File: src/rtl/dmem_arbiter.sv
// dmem_arbiter: round-robin arbiter sharing one single-port data memory between two requesters.
// Optional owner locking with a bounded grant count is enabled by DMEM_ARB_LOCK_EN.
module dmem_arbiter #(
  parameter int AW = 8,
  parameter int DW = 8,
  parameter int MAX_LOCK = 4
) (
  input  logic          clk,
  input  logic          rst_n,
  input  logic          req0,
  input  logic          we0,
  input  logic [AW-1:0] addr0,
  input  logic [DW-1:0] wdata0,
  output logic          gnt0,
  output logic          rvalid0,
  output logic [DW-1:0] rdata0,
  input  logic          req1,
  input  logic          we1,
  input  logic [AW-1:0] addr1,
  input  logic [DW-1:0] wdata1,
  output logic          gnt1,
  output logic          rvalid1,
  output logic [DW-1:0] rdata1,
`ifdef DMEM_ARB_LOCK_EN
  input  logic          lock0,
  input  logic          lock1,
`endif
  output logic          mem_read,
  output logic          mem_write,
  output logic [AW-1:0] mem_address,
  output logic [DW-1:0] mem_wdata,
  input  logic [DW-1:0] mem_rdata
);
  logic          last_q, last_d;
  logic          rvalid0_q, rvalid1_q;
  logic [DW-1:0] rdata0_q, rdata1_q;
  logic          rd0, rd1;
`ifdef DMEM_ARB_LOCK_EN
  logic       own_v_q, own_v_d, own_q, own_d, blk;
  logic [3:0] cnt_q, cnt_d;
  logic [1:0] lk;
  assign lk  = {lock1, lock0};
  // a live owner excludes the other port; its count never reaches MAX_LOCK while owned
  assign blk = own_v_q & lk[own_q];
  assign gnt0 = rst_n & req0 & (blk ? ~own_q : (~req1 | last_q));
  assign gnt1 = rst_n & req1 & (blk ? own_q : (~req0 | ~last_q));
  always_comb begin
    own_v_d = own_v_q & lk[own_q];
    own_d = own_q;
    cnt_d = cnt_q;
    if (gnt0 | gnt1) begin
      if (lk[gnt1]) begin
        cnt_d = (own_v_d && own_q == gnt1) ? cnt_q + 4'd1 : 4'd1;
        own_d = gnt1;
        own_v_d = cnt_d != 4'(MAX_LOCK);
      end else if (own_q == gnt1) begin
        own_v_d = 1'b0;
      end
    end
  end
  always_ff @(posedge clk) begin
    if (!rst_n) begin
      own_v_q <= 1'b0;
      own_q <= 1'b0;
      cnt_q <= 4'd0;
    end else begin
      own_v_q <= own_v_d;
      own_q <= own_d;
      cnt_q <= cnt_d;
    end
  end
`else
  assign gnt0 = rst_n & req0 & (~req1 | last_q);
  assign gnt1 = rst_n & req1 & (~req0 | ~last_q);
`endif
  assign rd0 = gnt0 & ~we0;
  assign rd1 = gnt1 & ~we1;
  assign last_d = gnt0 ? 1'b0 : gnt1 ? 1'b1 : last_q;
  assign mem_read = rd0 | rd1;
  assign mem_write = (gnt0 & we0) | (gnt1 & we1);
  assign mem_address = gnt0 ? addr0 : gnt1 ? addr1 : '0;
  assign mem_wdata = gnt0 ? wdata0 : gnt1 ? wdata1 : '0;
  assign rvalid0 = rvalid0_q;
  assign rvalid1 = rvalid1_q;
  assign rdata0 = rdata0_q;
  assign rdata1 = rdata1_q;
  always_ff @(posedge clk) begin
    if (!rst_n) begin
      last_q <= 1'b1;
      rvalid0_q <= 1'b0;
      rvalid1_q <= 1'b0;
      rdata0_q <= '0;
      rdata1_q <= '0;
    end else begin
      last_q <= last_d;
      rvalid0_q <= rd0;
      rvalid1_q <= rd1;
      if (rd0) rdata0_q <= mem_rdata;
      if (rd1) rdata1_q <= mem_rdata;
    end
  end
endmodule

File: config.mk
export PLATFORM = sky130hd
export DESIGN_NAME = dmem_arbiter
export DESIGN_NICKNAME = d
export VERILOG_FILES = /design/src/rtl/dmem_arbiter.sv
export SDC_FILE = /design/constraint.sdc
export NUM_CORES = 1
export LEC_CHECK = 0
export BUFFER_PORTS_ARGS = -buffer_cell sky130_fd_sc_hd__buf_2
export CORE_ASPECT_RATIO = 0.5
export CORE_UTILIZATION = 34
export CTS_BUF_LIST = sky130_fd_sc_hd__clkbuf_4
export DETAILED_ROUTE_END_ITERATION = 8
export GPL_ROUTABILITY_DRIVEN = 1
export PLACE_DENSITY = 0.78
export SLEW_MARGIN = 0
export SYNTH_ARGS = -nofsm -noshare
export SYNTH_HDL_FRONTEND = slang
export SYNTH_SLANG_ARGS = --single-unit
File: constraint.sdc
create_clock -name clk -period 1.3 [get_ports clk]
set_clock_uncertainty 0.2 [all_clocks]
set_input_delay 0.065 -clock clk [delete_from_list [all_inputs] [get_ports clk]]
set_output_delay 0.065 -clock clk [all_outputs]
set_load 0.03 [all_outputs]
==> impl_metrics.py <==
metrics = {
    "run_status": {
        "status": "complete, but fails checks",
        "violations": "hold timing, setup timing",
    },
    "placed_design": {
        "dp_cells": 209,
        "port_buffers": 83,
        "gp_congestion": 0.751,
        "dpl.hpwl_um": 1970,
    },
    "cells_and_area": {
        "antenna_cells": 0,
        "final_cell_mix": "buf_2, nand2_1, buf_6",
        "nets": 242,
        "final_core_util_pct": 75.4,
        "final_common_cell": "buf_2",
        "drive_above_1_share_pct": 59.0,
        "syn_to_final_growth_pct": 96.0,
        "fin_cells": 230,
    },
    "sta": {
        "holdWs_ps": -1.42,
        "final_max_slew_viol_count": 0,
        "slew-limit-headroom_pct": 88.6,
        "final.period_utilization_pct": 126,
        "rsz0062_at_grt": "yes",
        "max_freq_mhz": 612,
        "layout_min_cycle_time_ps": 1630,
        "tightestPinTransition_ps": 170,
        "setup_viol": 36,
        "finalWorstSetupSlack_ps": -334,
        "finalHoldViolations": 1,
    },
    "yosys": {
        "synth_top_area_share_pct": 41.9,
        "syn_inst": 94,
        "synth-simple-area-share_pct": 15.7,
        "synth_top_family_by_area": "multiplexers",
        "synth-xor-area-share_pct": 0,
        "ys_ff_latch": 19,
        "muxShareOfSynthArea_pct": 17.7,
        "synth_area_leader_cell": "dfxtp_1",
        "synth_adder_area_share_pct": 0,
        "yosysWarnings": 0,
        "synth_seq_area_share_pct": 41.9,
        "synth_area_leaders": "dfxtp_1, mux2i_1, a22o_1",
        "avgSynthCellArea_um2": 9.65,
        "synth-compound-area-share_pct": 17.0,
        "syn_area_um2": 907,
        "synth_fp_nets": 140,
        "synth_cell_type_count": 14,
    },
    "clock_network": {
        "cts_tree": "yes",
        "cts.reportedPaths.clkPinSlew_ps": 100,
        "root_buffer": "clkbuf_4",
        "cts_buffer_depth": 2,
        "clk_latency_ps": 300,
        "htreeDepth": 1,
        "cts_num_sinks": 19,
        "numCtsBuffers": 3,
    },
    "worst_setup_path": {
        "cpLargestDelayFamily": "simple AND/OR/NAND/NOR gates",
        "cpMaxStageDelayCell": "dfxtp_2",
        "path_cells": "nand2b_4, and3_4, a22o_4, buf_6",
        "crit_type": "reg -> out",
        "start_kind": "register",
        "cp.buffers_inverters": 1,
        "worstPathMaxFanout": 5,
        "required_ps": 1030,
        "arrival_ps": 1370,
        "slowest_delay_ps": 340,
        "worstSetupEndpointType": "output port",
    },
    "floorplanning": {
        "num_rows": 12,
        "core_mm2": 0.00236,
        "initial_core_util_pct": 38.5,
        "fp.dieH_um": 38.5,
        "io_pins": 84,
        "die_area_mm2": 0.00289,
        "die_x_um": 75.0,
    },
    "detailed_routing": {
        "via_count": 1101,
        "drc": 0,
        "firstDrtPassIters": 4,
        "drt.antenna.violating_nets": 0,
        "viasPerCell": 4.79,
        "drt_iter0_markers": 53,
        "routedWlPerCell_um": 14.7,
        "drt-total-wl_um": 3370,
    },
    "global_routing": {
        "grt_overflow": 0,
        "groute.usage.overall_pct": 22.9,
        "grt_pass1_vias": 1015,
        "grt_first_pass_wirelength_um": 4710,
        "grt_max_degree": 15,
        "antenna_found_initial": 0,
    },
    "power_and_ir_drop": {
        "cellPowerDensity_mw_per_mm2": 816,
        "p_leak_nw": 0.901,
        "ir_drop_v": 0.000656,
    },
    "worst_hold_path": {
        "holdCritPathClass": "in -> reg",
    },
    "run": {
        "drv_cap": 0,
    },
}
-- area by class of cell --
class | count | area, µm²
flip-flops and latches | 19 | 382
clock buffers | 4 | 30.0
well taps | 35 | 43.8
repair buffers | 101 | 712
multi-input cells | 71 | 611
fillers | 152 | 579
-- power breakdown --
part / total, W / switching [W] / internal, W / leakage (nW)
logic: 0.000527 / 0.000273 / 0.000254 / 0.729
clock network: 0.000313 / 0.000172 / 0.000140 / 0.0184
registers: 0.000611 / 0.00000909 / 0.000602 / 0.154
total: 0.00145 / 0.000454 / 0.000997 / 0.901
-- cells by family after synthesis --
group,after synthesis
buffers and inverters,9
AO/OA/AOI/OAI,18
AND/OR/NAND/NOR,32
flip-flops,19
multiplexers,16
-- tightest hold or removal path, stage by stage --
cell	delay, ps
buf_2	140
nand2_2	100
o21ai_0	100
nand2_1	60
-- through the flow --
step / area, µm² / setup TNS, ps / setup slack [ps] / power, W
after floorplan: 1010 / -739 / -82.1 / 0.000894
after global placement: 1450 / -1230 / -84.9 / 0.00102
after detailed placement: 1450 / -1720 / -117 / 0.00103
after CTS: 1740 / -7110 / -324 / 0.00144
after global routing: 1780 / -9420 / -394 / 0.00153
final: 1780 / -6960 / -334 / 0.00145
-- flip-flops by register name, indices dropped and copies added (netlist names) --
register	cells
rvalid0	1
last_q	1
rdata1	8
rdata0	8
rvalid1	1
-- worst paths after layout --
path	startpoint	end	slack (ps)	cells after the start
hold / removal	req0	last_q$_SDFFE_PN1P_	-1	4
setup reg to reg	last_q$_SDFFE_PN1P_	rdata0[0]$_SDFFE_PN0P_	-90	4
hold reg to reg	rdata1[2]$_SDFFE_PN0P_	rdata1[2]$_SDFFE_PN0P_	260	2
setup / recovery	last_q$_SDFFE_PN1P_	mem_wdata[4]	-330	4
-- what timing repair did --
item	4_1_cts	5_1_grt
gates resized for setup	45	4
pin swaps	9	0
endpoints found under the hold margin	17	0
cloned	4	1
setup endpoints to repair	28	37
hold buffers	10	0
setup buffers	2	2
-- cells in the mapped netlist (all sizes together) --
cell type,count
a22o,17
mux2i,16
clkbuf,2
or2,1
buf,7
nand2b,1
and3,2
and4b,2
dfxtp,19
nand2,26
o21ai,1
-- layer usage --
metal	GRT usage (%)	wire length (µm)	part of all wire [%]
met3	6.32	200	5.9
met5	0	0	0
met2	41.7	1730	51
met1	24.3	1360	40
met4	13.7	83	2.5
Note: power is estimated with default switching activity, not from simulation.
